**config.mk**
```make
export PLATFORM = sky130hd
export DESIGN_NAME = am_demodulation_flat
export DESIGN_NICKNAME = d
export VERILOG_FILES = /design/src/rtl/am_demodulation_pkg.sv /design/src/rtl/am_demodulation_if.sv /design/src/rtl/am_demodulation_boxcar_avg.sv /design/src/rtl/am_demodulation.sv /design/src/flat_wrapper.sv
export SDC_FILE = /design/constraint.sdc
export NUM_CORES = 1
export LEC_CHECK = 0
export CORE_MARGIN = 2
export CORE_UTILIZATION = 35
export DETAILED_ROUTE_END_ITERATION = 8
export PLACE_DENSITY = 0.47
export SLEW_MARGIN = 10
export SYNTH_ARGS = -nofsm -noshare
export SYNTH_HDL_FRONTEND = slang
export SYNTH_HIERARCHICAL = 1
export SYNTH_SLANG_ARGS = --single-unit
```
**constraint.sdc**
```tcl
create_clock -name clk -period 4.54 [get_ports clk]
set_input_delay 0.908 -clock clk [delete_from_list [all_inputs] [get_ports clk]]
set_output_delay 0.908 -clock clk [all_outputs]
set_load 0.005 [all_outputs]
```
**src/rtl/am_demodulation_pkg.sv**
```systemverilog
// Shared types and helpers for the AM envelope demodulator.
// The upstream test generator reuses abs_sat8.
package am_pkg;

   localparam int SAMPLE_W = 8;
   localparam int RECT_W   = 7;

   typedef enum logic {
      FILL,
      RUN
   } fill_state_t;

   // |x| clipped to 7 bits; -128 has no positive twin, so it clips to 127.
   function automatic logic [RECT_W-1:0] abs_sat8(
      input logic signed [SAMPLE_W-1:0] x
   );
      logic [SAMPLE_W-1:0] m;
      if (x == 8'sh80) begin
         return 7'd127;
      end
      m = x[SAMPLE_W-1] ? (~x + 8'd1) : x;
      return m[RECT_W-1:0];
   endfunction

endpackage

```
**src/rtl/am_demodulation_if.sv**
```systemverilog
// Sample-in / envelope-out bundle of the AM demodulator.
// master drives samples and clear, slave returns the envelope.
interface am_demodulation_if;
   import am_pkg::*;

   logic signed [SAMPLE_W-1:0] AM_mod;
   logic                       clear;
   logic [7:0]                 env;
   logic                       env_valid;
   logic                       sig_present;
   logic                       filling;

   modport master (
      output AM_mod, clear,
      input  env, env_valid, sig_present, filling
   );

   modport slave (
      input  AM_mod, clear,
      output env, env_valid, sig_present, filling
   );

endinterface

```
**src/rtl/am_demodulation_boxcar_avg.sv**
```systemverilog
// N-tap boxcar: circular buffer plus running sum.
// Old samples read as zero until the window has been filled once.
module boxcar_avg #(
   parameter int LOG2_N = 4,
   parameter int RECT_W = 7
) (
   input  logic                     clk,
   input  logic                     rst_n,
   input  logic                     clear,
   input  logic                     in_valid,
   input  logic [RECT_W-1:0]        in_data,
   output logic [RECT_W+LOG2_N-1:0] sum,
   output logic                     upd,
   output logic                     run,
   output logic                     filling
);
   import am_pkg::*;

   localparam int N  = 1 << LOG2_N;
   localparam int SW = RECT_W + LOG2_N;

   logic [RECT_W-1:0] mem [N];
   logic [LOG2_N-1:0] wr_ptr;
   logic [LOG2_N-1:0] fill_cnt;
   logic [RECT_W-1:0] old;
   fill_state_t       state;

   assign old = (state == RUN) ? mem[wr_ptr] : '0;
   assign run = (state == RUN);

   // Sample store; never cleared, stale entries are masked during FILL.
   always_ff @(posedge clk) begin
      if (in_valid && !clear) begin
         mem[wr_ptr] <= in_data;
      end
   end

   // Running sum, write pointer and FILL/RUN sequencing.
   always_ff @(posedge clk or negedge rst_n) begin
      if (!rst_n) begin
         sum      <= '0;
         wr_ptr   <= '0;
         fill_cnt <= '0;
         state    <= FILL;
         filling  <= 1'b1;
         upd      <= 1'b0;
      end else if (clear) begin
         sum      <= '0;
         wr_ptr   <= '0;
         fill_cnt <= '0;
         state    <= FILL;
         filling  <= 1'b1;
         upd      <= 1'b0;
      end else begin
         upd <= in_valid;
         if (in_valid) begin
            sum    <= sum + SW'(in_data) - SW'(old);
            wr_ptr <= wr_ptr + 1'b1;
            unique case (state)
               FILL: begin
                  fill_cnt <= fill_cnt + 1'b1;
                  if (fill_cnt == LOG2_N'(N - 1)) begin
                     state   <= RUN;
                     filling <= 1'b0;
                  end
               end
               RUN: begin
                  fill_cnt <= '0;
               end
            endcase
         end
      end
   end

endmodule

```
**src/rtl/am_demodulation.sv**
```systemverilog
// Envelope-detector AM demodulator: rectify, boxcar, decimate.
// Pipeline is rect -> sum -> env, with clear flushing all stages.
module am_demodulation #(
   parameter int LOG2_N = 4,
   parameter int DECIM  = 4,
   parameter int THRESH = 8
) (
   input  logic              clk,
   input  logic              rst_n,
   am_demodulation_if.slave  bus
);
   import am_pkg::*;

   localparam int SW = RECT_W + LOG2_N;

   logic [RECT_W-1:0] rect;
   logic              rect_v;
   logic [SW-1:0]     sum;
   logic              upd;
   logic              run;
   logic              filling;
   logic [7:0]        env_nxt;
   logic [7:0]        env;
   logic              env_valid;
   logic              sig_present;
   logic [7:0]        dec_cnt;

   // Stage 0: full-wave rectify the incoming sample.
   always_ff @(posedge clk or negedge rst_n) begin
      if (!rst_n) begin
         rect   <= '0;
         rect_v <= 1'b0;
      end else if (bus.clear) begin
         rect   <= '0;
         rect_v <= 1'b0;
      end else begin
         rect   <= abs_sat8(bus.AM_mod);
         rect_v <= 1'b1;
      end
   end

   boxcar_avg #(
      .LOG2_N (LOG2_N),
      .RECT_W (RECT_W)
   ) u_boxcar (
      .clk      (clk),
      .rst_n    (rst_n),
      .clear    (bus.clear),
      .in_valid (rect_v),
      .in_data  (rect),
      .sum      (sum),
      .upd      (upd),
      .run      (run),
      .filling  (filling)
   );

   assign env_nxt = {1'b0, sum[LOG2_N+RECT_W-1:LOG2_N]};

   // Stage 2: divide by N, decimate strobes, latch the presence flag.
   always_ff @(posedge clk or negedge rst_n) begin
      if (!rst_n) begin
         env         <= '0;
         env_valid   <= 1'b0;
         sig_present <= 1'b0;
         dec_cnt     <= '0;
      end else if (bus.clear) begin
         env         <= '0;
         env_valid   <= 1'b0;
         sig_present <= 1'b0;
         dec_cnt     <= '0;
      end else begin
         env_valid <= 1'b0;
         if (upd) begin
            env <= env_nxt;
            if (run) begin
               if (dec_cnt == 8'd0) begin
                  env_valid   <= 1'b1;
                  sig_present <= (env_nxt >= 8'(THRESH));
               end
               dec_cnt <= (dec_cnt == 8'(DECIM - 1)) ? 8'd0
                                                     : dec_cnt + 8'd1;
            end
         end
      end
   end

   assign bus.env         = env;
   assign bus.env_valid   = env_valid;
   assign bus.sig_present = sig_present;
   assign bus.filling     = filling;

endmodule

```
**src/flat_wrapper.sv**
```systemverilog
// flat-port wrapper written by rule: the top's interface ports become plain ports
module am_demodulation_flat import am_pkg::*;
#(
   parameter int LOG2_N = 4,
   parameter int DECIM  = 4,
   parameter int THRESH = 8
)
  (clk, rst_n, bus_AM_mod, bus_clear, bus_env, bus_env_valid, bus_sig_present, bus_filling);
  am_demodulation_if bus_i ();
  input  logic clk;
  input  logic rst_n;
  input wire logic [$bits(bus_i.AM_mod)-1:0] bus_AM_mod;
  input wire logic [$bits(bus_i.clear)-1:0] bus_clear;
  output wire logic [$bits(bus_i.env)-1:0] bus_env;
  output wire logic [$bits(bus_i.env_valid)-1:0] bus_env_valid;
  output wire logic [$bits(bus_i.sig_present)-1:0] bus_sig_present;
  output wire logic [$bits(bus_i.filling)-1:0] bus_filling;
  assign bus_i.AM_mod = bus_AM_mod;
  assign bus_i.clear = bus_clear;
  assign bus_env = bus_i.env;
  assign bus_env_valid = bus_i.env_valid;
  assign bus_sig_present = bus_i.sig_present;
  assign bus_filling = bus_i.filling;
  am_demodulation #(.LOG2_N(LOG2_N), .DECIM(DECIM), .THRESH(THRESH)) u_core (.clk(clk), .rst_n(rst_n), .bus(bus_i));
endmodule
```
After elaboration in Yosys (flattened, before gate mapping):

Memories as Yosys holds them, arrays and structs flattened.
Cells that the tools add are included.

* register bits after elaboration: 48
* word-level logic and storage cells: 77
* memory bits (writable): 112
* memories kept: 1
* output and inout port bits: 11
* input bits: 11

* equal/unequal tests: 4
* reductions and logical operators: 11
* $lt $le $gt $ge: 1
* bitwise gates (word level): 2
* muxes and demuxes: 40
* add/subtract/negate cells: 6

Memory list
* u_core.u_boxcar.mem: depth 16, bits a word 7, read ports 1, clocked after Yosys merged registers in 0, wr ports 1, line am_demodulation_boxcar_avg.sv:22 `logic [RECT_W-1:0] mem [N];`

Operator list (count)
* $mux W8: 6
* $mux W7: 5
* $mux W1: 22
* $mux W11: 2
* $mux W4: 4
* $add A11 B7 Y11: 1
* $sub A11 B7 Y11: 1
* $reduce_bool A2 Y1: 5
* $add A4 B1 Y4 const B: 2
* $add A8 B1 Y8 const B: 1
* $eq A8 B2 Y1 const B: 1
* $eq A8 B8 Y1 const B: 1
* $logic_not A8 Y1: 1
* $pmux W4 S2: 1
* $add A7 B1 Y7 const B: 1
* $ge A7 B4 Y1 const B: 1
* $not A7 Y7: 1
* $reduce_and A3 Y1: 2
* $eq A4 B4 Y1 const B: 1
* $ne A2 B2 Y1 const B: 1
* $reduce_and A2 Y1: 1
* $logic_and A1 B1 Y1: 1
* $logic_not A1 Y1: 1
* $not A1 Y1: 1

Logic depth before layout (Yosys ltp):

Gate-level depths: netlist of the first run.

* word-level depth: 5
* mapped depth: 14
* depth with buffers taken out: 13

Hierarchy:

Netlist of the first run, hierarchy kept.

By module, submodules not included
* boxcar_avg: cells an instance 379, area each 6127.1 µm², seq. area each 3915.0 µm², instances 1
* am_demodulation: cells an instance 124, area each 1239.9 µm², seq. area each 625.6 µm², instances 1

Least setup slack after synthesis of the first run:

OpenSTA, ideal clock, no wires.

* kind: reg2reg
* start point: register u_core.u_boxcar.wr_ptr[0]
* end point: register u_core.u_boxcar.sum[8]
* setup time: 101 ps
* arrival time: 3703 ps
* data required time: 4439 ps
* stages on the path, launching flop included: 13
* clock period less this slack: 3803 ps
* setup slack: 737 ps
* buffers on the path: 1
* cells stage by stage: dfrtp_1 buf_6 mux4_1 mux4_2 and2_1 fa_1 inv_1 ha_1 nor2b_1 o31ai_1 a21oi_1 o21a_1 o32ai_1

* longest elaborated chain between the ends: 5

Ends and longest elaborated chain
* start: declaration: line am_demodulation_boxcar_avg.sv:23 `logic [LOG2_N-1:0] wr_ptr;`
* start signal: assignment: line am_demodulation_boxcar_avg.sv:58 `wr_ptr <= wr_ptr + 1'b1;`
* $mem_v2 Z16 W7
* $mux W7: line am_demodulation_boxcar_avg.sv:28 `assign old = (state == RUN) ? mem[wr_ptr] : '0;`
* $sub A11 B7 Y11: line am_demodulation_boxcar_avg.sv:57 `sum <= sum + SW'(in_data) - SW'(old);`
* $mux W11: line am_demodulation_boxcar_avg.sv:56 `if (in_valid) begin`
* $mux W11: line am_demodulation_boxcar_avg.sv:47 `end else if (clear) begin`
* end signal: assignment: line am_demodulation_boxcar_avg.sv:57
* end: declaration: line am_demodulation_boxcar_avg.sv:12 `output logic [RECT_W+LOG2_N-1:0] sum,`

No other way between the ends. The select of a mux whose other input is x is not followed.
A chain may end at the register's enable or synchronous reset.

Final worst setup path of the first run:

* start point: register u_core.u_boxcar.wr_ptr[0]
* end point: register u_core.u_boxcar.sum[7]

Same word-level chain as after synthesis.

==> results of run 1 <==
[worst max-delay path, stage by stage (launching register included)]
cell and delay (ns):
dfrtp_1 0.38, buf_12 0.25, mux4_1 0.59, mux4_2 0.50
and2_1 0.19, fa_1 0.48, inv_1 0.05, ha_1 0.35
a21o_1 0.20, a21oi_1 0.28, a21oi_1 0.14, or3_1 0.37
o311ai_0 0.09
[how the worst max path moves through the flow]
stage,to,slack [ns],startpoint,cells past startpoint
global placement,u_core/u_boxcar/sum[10],0.55,u_core/u_boxcar/wr_ptr[0],15
finish,u_core/u_boxcar/sum[7],0.53,u_core/u_boxcar/wr_ptr[0],12
floorplan,u_core/u_boxcar/sum[8],0.74,u_core/u_boxcar/wr_ptr[0],12
global route,u_core/u_boxcar/sum[10],0.29,u_core/u_boxcar/wr_ptr[0],15
detailed placement,u_core/u_boxcar/sum[10],0.52,u_core/u_boxcar/wr_ptr[0],12
CTS,u_core/u_boxcar/sum[10],0.50,u_core/u_boxcar/wr_ptr[0],12
[metrics by stage]
step	worst slack [ns]	hold slack [ns]	area [µm²]	cells	util
after detailed placement	0.5192	0.5069	7895	788	0.3792
after floorplan	0.7367	0.4829	7367	503	-
after global routing	0.2919	0.5257	8534	821	0.4099
after global placement	0.5495	0.4991	7895	788	0.3792
final	0.5293	0.5110	8534	821	0.4099
after CTS	0.5011	0.5179	8507	820	0.4085
[flip-flops by register name (all words and copies together), names as in the netlist]
signal / count
u_core/bus.env: 7
u_core/bus.env_valid: 1
u_core/bus.sig_present: 1
u_core/dec_cnt: 8
u_core/rect: 7
u_core/rect_v: 1
u_core/u_boxcar/fill_cnt: 4
u_core/u_boxcar/filling: 1
u_core/u_boxcar/mem: 112
u_core/u_boxcar/run: 1
u_core/u_boxcar/sum: 11
u_core/u_boxcar/upd: 1
u_core/u_boxcar/wr_ptr: 4
[per-layer routing]
layer / global-route usage / share of wire / routed length [µm] / vias up
li1: - / - / - / 1985
met1: 0.1987 / 0.45 / 7162 / 2150
met2: 0.2505 / 0.49 / 7747 / 86
met3: 0.03303 / 0.038 / 598 / 13
met4: 0.05619 / 0.016 / 249 / 0
met5: 0 / 0 / 0 / -
[kinds of logic (layout without fill, tap and decap cells)]
family,count (synthesis),after routing,share of synthesized area
buf+inv,62,105,0.03634
other cells,1,1,0.0005090
simple gates,130,130,0.08764
mux,47,47,0.1345
xor+xnor,4,4,0.004756
flops,159,159,0.6163
fa+ha+maj,26,26,0.05129
compound gates,74,74,0.06862
[cells in the mapped netlist (3+ instances only)]
library cell	number	area [µm²]
dfrtp_1	46	1151
or3_1	4	25.02
nor2_1	44	165.2
a21oi_1	29	145.1
fa_1	7	140.1
edfxtp_1	112	3363
a21o_1	6	45.04
nand2b_1	5	31.28
buf_6	4	45.04
buf_1	6	22.52
o21ai_0	4	20.02
mux4_1	22	578.1
inv_1	41	153.9
nand4_1	8	50.05
clkbuf_1	9	33.78
nand2_1	21	78.83
nor2b_1	3	18.77
ha_1	19	237.7
o21a_1	6	45.04
nor3_1	12	60.06
or4_1	3	22.52
mux4_2	13	292.8
o31ai_1	5	37.54
nor4_1	3	18.77
mux2i_1	12	120.1
nand3b_1	5	37.54
nand3_1	8	40.04
a211o_1	3	26.28
and2_1	8	50.05
[final cells by class]
cell class                      count  area [µm²]  share of cell area
Timing Repair Buffer               32       325.3             0.03812
Clock inverter                     15       186.4             0.02184
Clock buffer                       17       425.4             0.04985
Tap cell                          275       344.1             0.04032
Sequential cell                   159        4541              0.5320
Inverter                           41       153.9             0.01803
Multi-Input combinational cell    282        2559              0.2998
[power groups by stage]
stage / Sequential, µW / Combinational [µW] / Clock [µW]
floorplan: 1680 / 539 / 0
global placement: 1710 / 711 / 0
detailed placement: 1720 / 715 / 0
CTS: 1680 / 721 / 1480
global route: 1690 / 812 / 1530
finish: 1680 / 722 / 1430
==> flow_metrics.py, run 1 <==
metrics = {
    "finish": {
        "fillers": 1968,
        "final_common_cell": "edfxtp_1",
        "n_antenna_cell": 0,
        "area_growth_pct": 15.85,
        "layout_common_cells": "112 x edfxtp_1, 46 x dfrtp_1, 44 x nor2_1",
        "drive_gt1_frac": 0.1172,
        "fin_nets": 570,
    },
    "critical_path": {
        "critPathKind": "reg2reg",
        "r2r_cells": 12,
        "r2r_slack_ns": 0.53,
        "r2r-end": "u_core/u_boxcar/sum[7]",
        "crit_path_start_kind": "flip-flop",
        "cp-end-kind": "flip-flop",
        "worstPathArrival_ns": 4.31,
        "r2r_start": "u_core/u_boxcar/wr_ptr[0]",
        "cp.required_ns": 4.84,
        "worstPathMaxFanout": 33,
    },
    "global_routing": {
        "antenna_found_initial": 0,
        "track_usage": 0.1521,
        "grt_pass1_wl_um": 24940,
        "grt_pass1_vias": 4277,
        "grt_max_degree": 48,
        "overflow": 0,
    },
    "sta": {
        "rsz0062_at_grt": "false",
        "hold_viol_final": 0,
        "slew_violations": 0,
        "max_freq_ghz": 0.2493,
        "maxSlewHeadroom": 0.3579,
        "worst_slew_pin_slew_ns": 0.9596,
        "setup_tns_ns": 0,
        "post-route-min-period_ns": 4.011,
        "fin_crit_sh": 0.8834,
        "setup-violations-final": 0,
        "fin_skew_ns": 0.01810,
    },
    "die": {
        "start_util": 0.3538,
        "die_h_um": 149.1,
        "die_x_um": 149.1,
        "io_pins": 22,
        "rows": 53,
        "fp.dieArea_um2": 22220,
        "core-area_um2": 20820,
    },
    "job": {
        "drv_cap": 0,
    },
    "logic_synthesis": {
        "synth_warnings": 6,
        "synth_cell_types": 55,
        "yosysSeqAreaShare": 0.6163,
        "syn-cell-area_um2": 7367,
        "syn_avg_cell_area_um2": 14.65,
        "synth_async_sr_flop_share": 0.2956,
        "synth-seq-cells": 159,
        "syn-num-nets": 540,
        "netlist_instances": 503,
        "synth_edf_count": 112,
        "synth_flop_cell": "edfxtp_1",
    },
    "pwr": {
        "p_int_uw": 2696,
        "clkPwrFrac": 0.373,
        "powerDensity_nw_per_um2": 449.5,
        "seqPwrFrac": 0.438,
        "ir_worst_vdd_uv": 274.5,
        "leakage_uw": 0.003145,
        "switchingPower_uw": 1141,
        "switching_share": 0.2974,
        "p_comb_frac": 0.188,
        "power_uw": 3836,
    },
    "clock_tree": {
        "cts-root-buf": "clkbuf_16",
        "clk_latency_ns": 0.43,
        "numCtsBuffers": 17,
        "cts_tree": "done",
        "clk_pin_slew_ns": 0.07,
        "cts_resized": 0,
        "ctsHoldBuffers": 0,
        "cts_htree_levels": 4,
        "clockBufferDepth": 2,
        "cts.sinks": 159,
        "post_cts_buffers": 0,
    },
    "place": {
        "io_buffers": 20,
        "dp_hpwl_um": 10020,
        "place_congestion": 0.7489,
    },
    "routing": {
        "num_vias": 4234,
        "avgRoutedWirePerCell_um": 19.19,
        "route.detailed.drc": 0,
        "drt-initial-drc-count": 333,
        "routed_wl_um": 15760,
        "ant_nets": 0,
        "firstDrtPassIters": 5,
        "vias_per_cell": 5.157,
    },
    "min_path": {
        "whs_endpoint": "u_core/u_boxcar/filling",
        "hold_path_startpoint": "u_core/u_boxcar/filling",
        "whs_path_depth": 1,
        "hold_path_class": "reg2reg",
    },
    "status": {
        "outcome": "complete, no violations",
    },
}
Power figures use the tool's default switching activity.
==> run 2, diff against run 1 <==
--- a/config.mk
+++ b/config.mk
@@ -8,7 +8,7 @@
 export CORE_MARGIN = 2
 export CORE_UTILIZATION = 35
 export DETAILED_ROUTE_END_ITERATION = 8
-export PLACE_DENSITY = 0.47
+export PLACE_DENSITY = 0.49
 export SLEW_MARGIN = 10
 export SYNTH_ARGS = -nofsm -noshare
 export SYNTH_HDL_FRONTEND = slang
==> constraint.sdc (replaced) <==
create_clock -name clk -period 3.55 [get_ports clk]
set_input_delay 0.71 -clock clk [delete_from_list [all_inputs] [get_ports clk]]
set_output_delay 0.71 -clock clk [all_outputs]
set_load 0.005 [all_outputs]
==> run 2 against run 1 <==
Net effect:
- the flow now finishes with violations (negative setup slack)
- combinational power is 59% higher
- cell count rose by 3.2%
- clock-buffer cell count increased by 1
- critical endpoint is now u_core/u_boxcar/sum[10]
==> flow_metrics.py, run 2 (synthesized netlist as in run 1, its figures left out) <==
metrics = {
    "sta": {
        "hold_viol_final": 0,
        "slew_violations": 0,
        "rsz0062_at_grt": "true",
        "max_freq_ghz": 0.2653,
        "post-route-min-period_ns": 3.769,
        "setup-violations-final": 7,
        "fin_crit_sh": 1.062,
        "maxSlewHeadroom": 0.4398,
        "worst_slew_pin_slew_ns": 0.8373,
        "holdWs_ns": 0.2925,
        "fin_skew_ns": 0.01540,
        "fin_ws_ns": -0.2189,
    },
    "routing": {
        "drt-initial-drc-count": 273,
        "wl_met3_um": 449,
        "wl_met1_um": 7428,
        "dr.max_layer_used": "met4",
        "met2WireLength_um": 8189,
        "firstDrtPassIters": 4,
        "routed_wl_um": 16350,
        "route.detailed.drc": 0,
        "ant_nets": 0,
        "avgRoutedWirePerCell_um": 19.31,
        "vias_per_cell": 5.096,
        "num_vias": 4316,
    },
    "critical_path": {
        "cp-end-kind": "flip-flop",
        "crit_path_start_kind": "flip-flop",
        "worstPathMaxFanout": 11,
        "cp.required_ns": 3.84,
        "r2r_start": "u_core/u_boxcar/wr_ptr[0]",
        "r2r_cells": 12,
        "r2r_slack_ns": -0.22,
        "r2r-end": "u_core/u_boxcar/sum[10]",
        "critPathKind": "reg2reg",
        "worstPathArrival_ns": 4.06,
        "crit_start": "u_core/u_boxcar/wr_ptr[0]",
    },
    "die": {
        "rows": 53,
        "fp.dieArea_um2": 22220,
        "die_x_um": 149.1,
        "start_util": 0.3538,
        "core-area_um2": 20820,
        "io_pins": 22,
        "die_h_um": 149.1,
    },
    "place": {
        "post-place-ws_ns": -0.2582,
        "place_congestion": 0.7842,
        "placed_area_um2": 8123,
        "io_buffers": 20,
        "dp_hpwl_um": 10500,
    },
    "clock_tree": {
        "clockBufferDepth": 2,
        "ctsHoldBuffers": 0,
        "cts_htree_levels": 4,
        "cts.sinks": 159,
        "cts-root-buf": "clkbuf_16",
        "cts_tree": "done",
        "clk_pin_slew_ns": 0.07,
        "clk_latency_ns": 0.42,
        "numCtsBuffers": 17,
    },
    "min_path": {
        "hold_path_class": "in2async",
    },
    "finish": {
        "postLayoutCoreUtil": 0.4222,
        "largest_registers": "u_core/u_boxcar/mem (112), u_core/u_boxcar/sum (11), u_core/dec_cnt (8)",
        "fin_nets": 596,
        "drive_gt1_frac": 0.2080,
        "layout_common_cells": "112 x edfxtp_1, 45 x dfrtp_1, 44 x nor2_1",
        "n_antenna_cell": 0,
        "fillers": 1924,
        "area_growth_pct": 19.34,
        "largest-register": "u_core/u_boxcar/mem",
        "largest_reg_flops": 112,
        "final_common_cell": "edfxtp_1",
        "final_area_um2": 8792,
    },
    "pwr": {
        "leakage_uw": 0.003239,
        "powerDensity_nw_per_um2": 588.1,
        "p_comb_frac": 0.223,
        "ir_worst_vdd_uv": 374.2,
        "seqPwrFrac": 0.411,
        "clkPwrFrac": 0.366,
        "switchingPower_uw": 1434,
        "power_uw": 5171,
        "p_int_uw": 3737,
        "switching_share": 0.2774,
    },
    "global_routing": {
        "antenna_found_initial": 0,
        "grt_pass1_wl_um": 25740,
        "grt_max_degree": 48,
        "track_usage": 0.1566,
        "overflow": 0,
        "grt_pass1_vias": 4466,
    },
    "status": {
        "outcome": "finished, violations left",
        "violations": "negative setup slack",
    },
    "job": {
        "drv_cap": 0,
    },
}
-- run 2: layer usage --
metal	global-route usage	vias to the layer above
met5	0	-
met4	0.05286	0
met3	0.03150	14
met2	0.2643	50
met1	0.2028	2236
li1	-	2016
-- run 2: critical path, stage by stage (launching register included) --
cell and delay [ns]:
dfrtp_2 0.43, buf_12 0.17, mux4_2 0.54, mux4_2 0.50, and2_1 0.19, fa_1 0.48
inv_1 0.04, ha_1 0.20, a211o_1 0.31, nor3b_1 0.15, a311oi_1 0.36, a31o_2 0.22
a21oi_2 0.04
-- run 2: how the worst max path moves through the flow --
stage / to / cells after the start
detailed placement: u_core/u_boxcar/sum[5] / 12
finish: u_core/u_boxcar/sum[10] / 12
CTS: u_core/u_boxcar/sum[10] / 12
global route: u_core/u_boxcar/sum[7] / 12
floorplan: u_core/u_boxcar/sum[7] / 12
global placement: u_core/u_boxcar/sum[5] / 12
-- run 2: repair_timing --
action / in CTS / in global routing
pin swaps: 7 / 7
endpoints found under the hold margin: 0 / 0
gates cloned: 1 / 0
setup buffers: 4 / 2
endpoints found under the setup margin: 8 / 9
resized for setup: 21 / 11
-- run 2: through the flow --
stage / cells / setup TNS, ns
3_5_place_dp: 809 / -1.486
5_1_grt: 847 / -1.965
6_report: 847 / -1.085
3_3_place_gp: 809 / -1.347
2_1_floorplan: 503 / 0
4_1_cts: 846 / -1.264
-- run 2: power by group through the flow --
stage          combinational (µW)  clock [µW]  sequential, µW
6_report                     1150        1890            2130
3_3_place_gp                 1080           0            2160
4_1_cts                      1130        1930            2130
5_1_grt                      1280        2010            2130
2_1_floorplan                 730           0            2160
3_5_place_dp                 1090           0            2160
-- run 2: cell type report --
type / count / area (µm²) / share of cell area
multi-input cells: 282 / 2609 / 0.2967
well taps: 275 / 344.1 / 0.03913
repair buffers: 58 / 539.3 / 0.06133
clock inverters: 14 / 175.2 / 0.01992
flip-flops and latches: 159 / 4542 / 0.5166
inverters: 41 / 153.9 / 0.01750
clock buffers: 18 / 429.2 / 0.04881
==> run 3, diff against run 2 <==
--- a/config.mk
+++ b/config.mk
@@ -8,6 +8,7 @@
 export CORE_MARGIN = 2
 export CORE_UTILIZATION = 35
 export DETAILED_ROUTE_END_ITERATION = 8
+export MAX_ROUTING_LAYER = met4
 export PLACE_DENSITY = 0.49
 export SLEW_MARGIN = 10
 export SYNTH_ARGS = -nofsm -noshare
==> run 3 against run 2 <==
Net effect:
- the flow still finishes with violations (negative setup slack)
- utilization rose by 0.084 points
- power barely moved
- final area rose by 0.20%
- register-to-register slack barely moved
- via count rose by 0.16%
- hold slack got worse by 0.11 ns
- clock skew barely moved
- die area did not move
- clock power barely moved
- highest routed layer unchanged
==> flow_metrics.py, run 3 (synthesized netlist as in run 1, its figures left out) <==
metrics = {
    "clock_tree": {
        "cts_htree_levels": 4,
        "clockBufferDepth": 2,
        "clk_pin_slew_ns": 0.06,
        "cts_tree": "done",
        "numCtsBuffers": 17,
        "clk_latency_ns": 0.42,
        "cts.sinks": 159,
        "cts-root-buf": "clkbuf_16",
    },
    "pwr": {
        "clkPwrFrac": 0.365,
        "p_comb_frac": 0.224,
        "power_uw": 5168,
        "ir_worst_vdd_uv": 374.9,
        "p_int_uw": 3739,
        "switchingPower_uw": 1429,
        "powerDensity_nw_per_um2": 586.6,
        "switching_share": 0.2765,
        "seqPwrFrac": 0.411,
        "leakage_uw": 0.003247,
    },
    "place": {
        "post-place-ws_ns": -0.2582,
        "io_buffers": 20,
        "place_congestion": 0.7951,
        "dp_hpwl_um": 10500,
    },
    "finish": {
        "largest-register": "u_core/u_boxcar/mem",
        "area_growth_pct": 19.58,
        "layout_common_cells": "112 x edfxtp_1, 45 x dfrtp_1, 44 x nor2_1",
        "fin_nets": 597,
        "largest_registers": "u_core/u_boxcar/mem (112), u_core/u_boxcar/sum (11), u_core/dec_cnt (8)",
        "n_antenna_cell": 0,
        "fillers": 1926,
        "drive_gt1_frac": 0.2094,
        "final_common_cell": "edfxtp_1",
        "largest_reg_flops": 112,
    },
    "routing": {
        "route.detailed.drc": 0,
        "vias_per_cell": 5.098,
        "firstDrtPassIters": 4,
        "drt-initial-drc-count": 289,
        "avgRoutedWirePerCell_um": 19.23,
        "ant_nets": 0,
        "num_vias": 4323,
        "routed_wl_um": 16310,
    },
    "status": {
        "violations": "negative setup slack",
        "outcome": "finished, violations left",
    },
    "critical_path": {
        "critPathKind": "reg2reg",
        "worstPathMaxFanout": 11,
        "cp.required_ns": 3.85,
        "crit_path_start_kind": "flip-flop",
        "cp-end-kind": "flip-flop",
        "worstPathArrival_ns": 4.07,
    },
    "global_routing": {
        "grt_max_degree": 48,
        "overflow": 0,
        "track_usage": 0.1612,
        "grt_pass1_vias": 4460,
        "grt_pass1_wl_um": 25740,
        "antenna_found_initial": 0,
    },
    "sta": {
        "fin_crit_sh": 1.061,
        "post-route-min-period_ns": 3.768,
        "maxSlewHeadroom": 0.4287,
        "rsz0062_at_grt": "true",
        "worst_slew_pin_slew_ns": 0.8538,
        "slew_violations": 0,
        "max_freq_ghz": 0.2654,
        "setup-violations-final": 7,
        "fin_skew_ns": 0.01540,
        "hold_viol_final": 0,
        "fin_ws_ns": -0.2176,
    },
    "die": {
        "die_x_um": 149.1,
        "io_pins": 22,
        "start_util": 0.3538,
        "fp.dieArea_um2": 22220,
        "die_h_um": 149.1,
        "rows": 53,
        "core-area_um2": 20820,
    },
    "min_path": {
        "hold_path_class": "in2async",
    },
    "job": {
        "drv_cap": 0,
    },
}
## run 3: cell types whose count changed in the layout (fill, tap and decap cells not counted)
| cell | previous run | this run |
|---|---|---|
| buf_12 | 4 | 5 |
| buf_4 | 32 | 31 |
| buf_2 | 1 | 2 |
## run 3: metrics by stage
step	area [µm²]	util	instances	hold WS, ns	setup TNS [ns]
floorplan	7412	-	503	0.4144	0
global placement	8123	0.3901	809	0.4997	-1.347
detailed placement	8123	0.3901	809	0.5114	-1.486
CTS	8788	0.4221	846	0.5176	-1.264
global route	8810	0.4231	848	0.1816	-1.968
finish	8810	0.4231	848	0.1780	-1.089
## run 3: worst max-delay path, stage by stage (launching register included)
cell and delay (ns):
dfrtp_2 0.43, buf_12 0.17, mux4_1 0.55, mux4_2 0.48, and2_4 0.18, fa_2 0.59, inv_1 0.05, ha_1 0.26
a21o_1 0.13, nand4_1 0.22, and3_1 0.22, o21a_1 0.17, o21ba_2 0.19
## run 3: cell type report
type,count,area (µm²),share of cell area
Clock buffer,18,429.2,0.04871
Clock inverter,14,175.2,0.01988
Multi-Input combinational cell,282,2609,0.2961
Sequential cell,159,4542,0.5156
Inverter,41,153.9,0.01747
Tap cell,275,344.1,0.03906
Timing Repair Buffer,59,556.8,0.06320
## run 3: power by group through the flow
stage               clock network, µW  registers [µW]  logic, µW
floorplan                           0            2160        730
global placement                    0            2160       1080
detailed placement                  0            2160       1090
CTS                              1930            2130       1130
global route                     2010            2130       1280
finish                           1880            2130       1160
## run 3: what timing repair did
| action | CTS | global route |
|---|---|---|
| hold endpoints to repair | 0 | 0 |
| setup endpoints to repair | 8 | 9 |
| cloned | 1 | 0 |
| gates resized for setup | 21 | 11 |
| setup buffers | 4 | 2 |
| pin swaps | 7 | 7 |
| hold buffers | 0 | 0 |
## run 3: worst paths after layout
path                            slack, ns  cells after the start                      end                       from
worst max-delay path                -0.22                     12   u_core/u_boxcar/sum[5]  u_core/u_boxcar/wr_ptr[0]
worst min-delay path                 0.18                      1     u_core/bus.env_valid                      rst_n
worst max register to register      -0.22                     12   u_core/u_boxcar/sum[5]  u_core/u_boxcar/wr_ptr[0]
worst min register to register       0.52                      1  u_core/u_boxcar/filling    u_core/u_boxcar/filling
max in group asynchronous            2.81                      2  u_core/u_boxcar/filling                      rst_n
min in group clk                     0.52                      1  u_core/u_boxcar/filling    u_core/u_boxcar/filling
## run 3: layer usage
layer  vias to the layer above  share of wire  GRT usage
met4                         0          0.017    0.05286
li1                       2020              -          -
met1                      2221           0.45     0.2012
met3                        15          0.030    0.03242
met5                         -              0          -
met2                        67           0.50     0.2652
